===== src/rtl/regfile_mp_sb.sv =====
// Multi-port register file with registered reads, one write port, optional
// write-to-read bypass, optional hardwired-zero r0 and a busy scoreboard
// that issue logic uses to detect RAW hazards.
module regfile_mp_sb #(
   parameter int DATA_WIDTH   = 32,
   parameter int NUM_REGS     = 32,
   parameter int NUM_RD_PORTS = 2,
   parameter int BYPASS       = 1,
   parameter int ZERO_REG0    = 1,
   localparam int ADDR_W      = $clog2(NUM_REGS)
) (
   input  logic                               clk,
   input  logic                               reset_n,
   input  logic [NUM_RD_PORTS-1:0]            rd_en,
   input  logic [NUM_RD_PORTS*ADDR_W-1:0]     rd_addr,
   output logic [NUM_RD_PORTS*DATA_WIDTH-1:0] rd_data,
   output logic [NUM_RD_PORTS-1:0]            rd_valid,
   output logic [NUM_RD_PORTS-1:0]            rd_busy,
   input  logic                               wr_en,
   input  logic [ADDR_W-1:0]                  wr_addr,
   input  logic [DATA_WIDTH-1:0]              wr_data,
   input  logic                               rsv_en,
   input  logic [ADDR_W-1:0]                  rsv_addr,
   output logic [ADDR_W:0]                    busy_count
);

   localparam logic [ADDR_W:0] NUM_REGS_V = (ADDR_W+1)'(NUM_REGS);
   localparam logic [ADDR_W:0] CNT_ONE    = (ADDR_W+1)'(1);

   // An address is "live" when it names a real, writable register.
   function automatic logic addr_live(input logic [ADDR_W-1:0] a);
      return ({1'b0, a} < NUM_REGS_V) && !((ZERO_REG0 != 0) && (a == '0));
   endfunction

   logic [DATA_WIDTH-1:0] regs [NUM_REGS];
   logic [NUM_REGS-1:0]   busy;
   logic [NUM_REGS-1:0]   busy_mid;
   logic [NUM_REGS-1:0]   busy_next;
   logic                  wr_ok;
   logic                  rsv_ok;
   logic                  bit_set;
   logic                  bit_clr;
   logic [ADDR_W-1:0]     rd_a     [NUM_RD_PORTS];
   logic [DATA_WIDTH-1:0] rd_val   [NUM_RD_PORTS];
   logic [NUM_RD_PORTS-1:0] rd_bsy_n;

   // Scoreboard next state: release on write first, then reserve, so a
   // simultaneous reserve wins. bit_set/bit_clr drive the incremental count.
   always_comb begin
      wr_ok    = wr_en && addr_live(wr_addr);
      rsv_ok   = rsv_en && addr_live(rsv_addr);
      busy_mid = busy;
      bit_clr  = 1'b0;
      if (wr_ok) begin
         bit_clr           = busy[wr_addr];
         busy_mid[wr_addr] = 1'b0;
      end
      busy_next = busy_mid;
      bit_set   = 1'b0;
      if (rsv_ok) begin
         bit_set             = !busy_mid[rsv_addr];
         busy_next[rsv_addr] = 1'b1;
      end
   end

   // Per-port read value and busy bit, including optional same-cycle bypass.
   always_comb begin
      for (int i = 0; i < NUM_RD_PORTS; i++) begin
         rd_a[i]     = rd_addr[i*ADDR_W +: ADDR_W];
         rd_val[i]   = '0;
         rd_bsy_n[i] = 1'b0;
         if (addr_live(rd_a[i])) begin
            if ((BYPASS != 0) && wr_ok && (wr_addr == rd_a[i]))
               rd_val[i] = wr_data;
            else
               rd_val[i] = regs[rd_a[i]];
            rd_bsy_n[i] = busy_next[rd_a[i]];
         end
      end
   end

   // Register array write.
   always_ff @(posedge clk or negedge reset_n) begin
      if (!reset_n) begin
         for (int r = 0; r < NUM_REGS; r++) regs[r] <= '0;
      end else if (wr_ok) begin
         regs[wr_addr] <= wr_data;
      end
   end

   // Busy bits and their running population count.
   always_ff @(posedge clk or negedge reset_n) begin
      if (!reset_n) begin
         busy       <= '0;
         busy_count <= '0;
      end else begin
         busy <= busy_next;
         case ({bit_set, bit_clr})
            2'b10:   busy_count <= busy_count + CNT_ONE;
            2'b01:   busy_count <= busy_count - CNT_ONE;
            default: busy_count <= busy_count;
         endcase
      end
   end

   // Registered read ports; data and busy hold when a port is idle.
   always_ff @(posedge clk or negedge reset_n) begin
      if (!reset_n) begin
         rd_data  <= '0;
         rd_valid <= '0;
         rd_busy  <= '0;
      end else begin
         rd_valid <= rd_en;
         for (int i = 0; i < NUM_RD_PORTS; i++) begin
            if (rd_en[i]) begin
               rd_data[i*DATA_WIDTH +: DATA_WIDTH] <= rd_val[i];
               rd_busy[i]                          <= rd_bsy_n[i];
            end
         end
      end
   end

endmodule


===== config.mk =====
export PLATFORM = sky130hd
export DESIGN_NAME = regfile_mp_sb
export DESIGN_NICKNAME = d
export VERILOG_FILES = /design/src/rtl/regfile_mp_sb.sv
export SDC_FILE = /design/constraint.sdc
export NUM_CORES = 2
export LEC_CHECK = 0
export CORE_MARGIN = 2
export CORE_UTILIZATION = 60
export CTS_CLUSTER_DIAMETER = 80
export DETAILED_ROUTE_END_ITERATION = 10
export GPL_TIMING_DRIVEN = 0
export PLACE_DENSITY = 0.82
export SLEW_MARGIN = 20
export SYNTH_ARGS = -nofsm -noshare
export SYNTH_HDL_FRONTEND = slang
export SYNTH_SLANG_ARGS = --single-unit

===== constraint.sdc =====
create_clock -name clk -period 3.43 [get_ports clk]
set_input_delay 0.686 -clock clk [delete_from_list [all_inputs] [get_ports clk]]
set_output_delay 0.686 -clock clk [all_outputs]
set_load 0.05 [all_outputs]

# Yosys cells after proc, flatten, opt, wreduce, memory -nomap -nowiden
# Cells that the tools add are included.
# word_totals
wordCells,108
register_bits,1130
# op_classes
bitwise_logic,6
n_mux,32
magnitude_cmp,10
add_sub_neg,2
n_eq_ne,4
reduce_logical,15
# ops
cell,n
1024-bit bitwise mux,1
32-bit 2-to-1 mux,11
32-bit binary-select mux with 5-bit select,2
32-bit demux with 5-bit select,1
32-bit AND,1
32-bit NOT,1
32-bit bitwise OR,1
5-bit by 6-bit < comparator with 1-bit output (second input constant),4
1-bit binary-select mux with 5-bit select,4
5-bit logical NOT,4
6-bit greater-or-equal comparator (second input constant),3
5-bit NOT with 6-bit output,3
6-bit case mux with 2 select lines,1
1-bit demux with 5-bit select,2
5-bit == test,2
5-bit by 1-bit greater-or-equal comparator with 1-bit output (second input constant),2
1-bit 2-to-1 mux,10
1-bit logical AND,7
6-bit by 1-bit adder with 6-bit output (second input constant),1
6-bit by 1-bit < comparator with 1-bit output (second input constant),1
6-bit by 1-bit subtractor with 6-bit output (second input constant),1
1-bit logical NOT,3
2-bit by 1-bit == test with 1-bit output (second input constant),1
2-bit == test (second input constant),1
2-bit nonzero test,1

# Longest topological paths before layout
# depth
depth_word,13
mapped_depth,18
ltp_nobuf,16

# Least setup slack after synthesis
# OpenSTA, ideal clock, no wires.
# synth_path
kind,in2reg
start,input port wr_addr[0]
end,register busy_count[5]
cell_stages,15
path_buffers,2
path_slack_ns,-0.398
t_arrival_ns,3.685
required_ns,3.287
path_cell_list,buf_6 > buf_2 > mux4_2 > mux4_2 > mux2i_1 > nor2_1 > ha_1 > ha_1 > a21o_1 > a21oi_1 > o21bai_1 > a21oi_1 > xor2_1 > nor2_1 > xor2_1
# synth_between
elab_chain_len,13
elab_cells_between_ends,22
# synth_lines
element,line,text
from (decl),20,"input logic [ADDR_W-1:0] wr_addr,"
5-bit by 6-bit < comparator with 1-bit output (implied by the code) or 5-bit by 1-bit greater-or-equal comparator with 1-bit output (tied branches),56,busy_mid[wr_addr] = 1'b0;
1-bit logical AND (implied by the code),56,
1-bit 2-to-1 mux (implied by the code),56,
1-bit demux with 5-bit select,56,
32-bit NOT (no line),-,
32-bit AND (no line),-,
32-bit 2-to-1 mux,54,if (wr_ok) begin
1-bit binary-select mux with 5-bit select,61,bit_set = !busy_mid[rsv_addr];
1-bit 2-to-1 mux (implied by the code),61,
1-bit logical NOT,61,
1-bit 2-to-1 mux,60,if (rsv_ok) begin
2-bit by 1-bit == test with 1-bit output or 2-bit == test (tied branches),98,"case ({bit_set, bit_clr})"
6-bit case mux with 2 select lines or 2-bit nonzero test (tied branches),-,
to (signal assigned),99,2'b10: busy_count <= busy_count + CNT_ONE;
to (signal assigned),100,2'b01: busy_count <= busy_count - CNT_ONE;
to (signal assigned),101,default: busy_count <= busy_count;
to (decl),24,output logic [ADDR_W:0] busy_count
# Several ways; a longest one is shown, not always the timed one. The select of a mux whose other input is x is not followed.
# A chain may end at the register's enable or synchronous reset.

# Worst setup path in the final report
# layout_path
start,input port rd_addr[2]
end,register rd_data[6]
# layout_between
elab_chain_len,6
elab_cells_between_ends,9
# layout_lines
element,line,text
from (decl),15,"input logic [NUM_RD_PORTS*ADDR_W-1:0] rd_addr,"
5-bit NOT with 6-bit output (implied by the code),76,rd_val[i] = regs[rd_a[i]];
32-bit binary-select mux with 5-bit select,76,
32-bit 2-to-1 mux (implied by the code) (2 in series),76,
32-bit 2-to-1 mux,73,if ((BYPASS != 0) && wr_ok && (wr_addr == rd_a[i]))
32-bit 2-to-1 mux (*),72,if (addr_live(rd_a[i])) begin
"to (signal, indexed assignment)",116,rd_data[i*DATA_WIDTH +: DATA_WIDTH] <= rd_val[i];
to (decl),16,"output logic [NUM_RD_PORTS*DATA_WIDTH-1:0] rd_data,"
# Every way passes the cells marked *; elsewhere a longest branch is shown, timed or not. The select of a mux whose other input is x is not followed.

==> results.ini <==
[worst_setup_path]
crit_path_frequent_cell=clkbuf_1
crit_path_start_kind=input port
critPathMaxFanout=10
crit_chain=clkdlybuf4s50_1 > clkbuf_1 > clkbuf_1 > o21ai_0 > a211oi_1 > o32ai_1
arrival_ps=4130
cp_slowest_stage_delay_ps=1030
crit_type=in2reg
crit_path_end_kind=flop
slowest_stage=clkbuf_1
startpoint=rd_addr[2]
critPathRequiredTime_ps=3990
r2r_start=busy[31]

[yosys]
syn_nets=4211
synth_ff_type=dfrtp_1
synth-edff-count=0
ys_ff_latch=1130
synth.distinct_cells=66
ys_seq_area_share_pct=46.9
yosys.area.top_type=dfrtp_1
ys_top_cells_by_area=dfrtp_1 47%, mux4_2 21%, mux2_2 19%
avgSynthCellArea_um2=14.5
syn_inst=4147
synth_area_mm2=0.0602
ys_warn_count=0
synth_top_area_share_pct=46.9
async_flop_share_pct=100

[route]
drc=0
viasPerCell=7.55
ant_nets=0
dr.pass1.iters=6
num_vias=43900
routed_wl_mm=216
drt_iter0_markers=6775
wl_per_cell_um=37.1

[timing]
drv_slew=0
fin_crit_sh_pct=104
fmax_mhz=280
setup_viol=17
period_needed_ps=3570
final.setup_skew_ps=26.6
fin_ws_ps=-142
worst_slew_pin_slew_ps=1410
setup_tns_ps=-784
hold_ws_ps=357
slew_headroom_pct=6.12
finalHoldViolations=0

[place]
hpwl_mm=143
place_congestion=1.04
port_buffers=121

[floorplanning]
ios=132
die_h_um=321
rows=116
coreArea_mm2=0.0999
die_x_um=321
start_util_pct=60.3
die_area_mm2=0.103

[clocking]
cts_max_level=3
cts_tree=done
clock_path_buffers=3
numCtsBuffers=116
clk_latency_ps=740
root_buffer=clkbuf_16
clkSinkCount=1130
path_clk_slew_ps=70

[pwr]
power_density_mw_per_mm2=613
power_mw=41.6
p_leak_nw=29.4
ir_worst_vdd_mv=0.488

[global_route]
grt_first_pass_wirelength_mm=307
antenna_found_initial=5
track_usage_pct=42.2
grt_max_degree=151
grt_pass1_vias=44600
grt_overflow_total=0

[cells_and_area]
layout-area-overhead-vs-synth_pct=12.8
nets=4472
layout-drive-gt1-share_pct=44.7
postLayoutCoreUtil_pct=68.1

[min_path]
min-delay-start=rsv_addr[4]
hold_path.class=in2reg

[run_status]
outcome=finished with violations
failed_checks=negative setup slack

[flow_run]
drv_cap=0

## worst paths after layout
check	cells after the start	slack [ps]	to
max in group asynchronous	5	840	rd_data[14]
min	4	360	busy[15]
max reg2reg	13	270	busy_count[5]
min reg2reg	1	470	busy_count[5]
max	6	-140	rd_data[6]
min in group asynchronous	2	440	busy_count[5]
## synthesized netlist by cell type (4+ instances only)
| cell | n |
|---|---|
| a211oi_1 | 31 |
| and3_1 | 4 |
| o2111ai_1 | 8 |
| buf_2 | 62 |
| a22o_1 | 4 |
| nor2b_1 | 10 |
| nand3_1 | 22 |
| or2_0 | 4 |
| buf_6 | 10 |
| nand2b_1 | 5 |
| buf_1 | 47 |
| o21ai_0 | 119 |
| a21oi_1 | 46 |
| dfrtp_1 | 1130 |
| buf_4 | 14 |
| and2_1 | 29 |
| xnor2_1 | 7 |
| nand2_1 | 178 |
| o22ai_1 | 36 |
| o21ai_1 | 10 |
| inv_1 | 74 |
| a22oi_1 | 39 |
| clkbuf_1 | 322 |
| nor2_1 | 96 |
| a31oi_1 | 4 |
| mux4_2 | 565 |
| o211ai_1 | 5 |
| a221oi_1 | 33 |
| o32ai_1 | 32 |
| nor3_1 | 6 |
| xor2_1 | 9 |
| ha_1 | 5 |
| mux2_2 | 990 |
| mux2i_1 | 134 |
## registers in the layout (all words and copies together), names as in the netlist
signal,cells
rd_valid,2
busy,32
regs,1024
rd_data,64
rd_busy,2
busy_count,6
## cell families (layout without fill, tap and decap cells)
kind of cell / count (synthesis) / in the layout / synth area share (%)
AOI/OAI and AO/OA: 389 / 389 / 4.27
xor gates and xnor gates: 16 / 16 / 0.233
adders and majority gates: 6 / 6 / 0.137
buffers and inverters: 533 / 896 / 3.66
DFF: 1130 / 1130 / 46.9
muxes: 1689 / 1689 / 41.9
other: 0 / 9 / 0
and+or+nand+nor: 384 / 384 / 2.91
## routing by layer
layer | vias up | wire length [µm] | global-route usage (%)
met3 | 1163 | 34200 | 20.5
met5 | - | 350 | 2.22
met4 | 10 | 18600 | 29.8
met2 | 3950 | 90800 | 59.0
li1 | 16400 | - | -
met1 | 22400 | 71500 | 51.1
## cells in the final DEF, fill, tap and decap left out, types with 96 or more instances in the layout
| master | n |
|---|---|
| clkbuf_16 | 119 |
| dfrtp_1 | 1130 |
| clkdlybuf4s50_1 | 116 |
| nand2_1 | 171 |
| mux2_2 | 990 |
| o21ai_0 | 111 |
| mux2i_1 | 134 |
| nor2_1 | 96 |
| mux4_2 | 565 |
| clkbuf_1 | 250 |
## final cells by class
type,count,area (µm²)
clock inverter,62,774
antenna,9,22.5
inverter,77,289
buffer,455,2150
multi-input combinational,2484,29900
sequential,1130,28300
tap,1298,1620
clock buffer,158,3320
fill,6745,31900
timing repair buffer,144,1590
## where the power goes
| part | switching [mW] | total, mW | internal [mW] |
|---|---|---|---|
| logic | 4.69 | 9.94 | 5.25 |
| clock network | 5.81 | 13.8 | 7.99 |
| registers | 1.98 | 17.9 | 15.9 |
| total | 12.5 | 41.6 | 29.2 |
## critical path: cells and delay by family
family | cells | cell delay, ps
buffers and inverters | 3 | 2290
AOI/OAI and AO/OA | 3 | 1130
## stage by stage
step / setup WS (ps) / cell area (µm²) / cells
global placement: -49310 / 63200 / 5566
floorplan: -69.5 / 60300 / 4147
global route: -8.54 / 68000 / 5811
CTS: -31.6 / 67800 / 5802
finish: -142 / 68000 / 5817
detailed placement: -1390 / 63500 / 5576
## repair_timing
action | CTS | global route
setup buffers | 5 | 4
setup endpoints to repair | 63 | 53
gates resized for setup | 51 | 86
hold buffers | 1 | 0
cloned | 0 | 1
pin swaps | 3 | 6
hold endpoints to repair | 32 | 0
No activity file was read; power rests on OpenSTA's default activity.
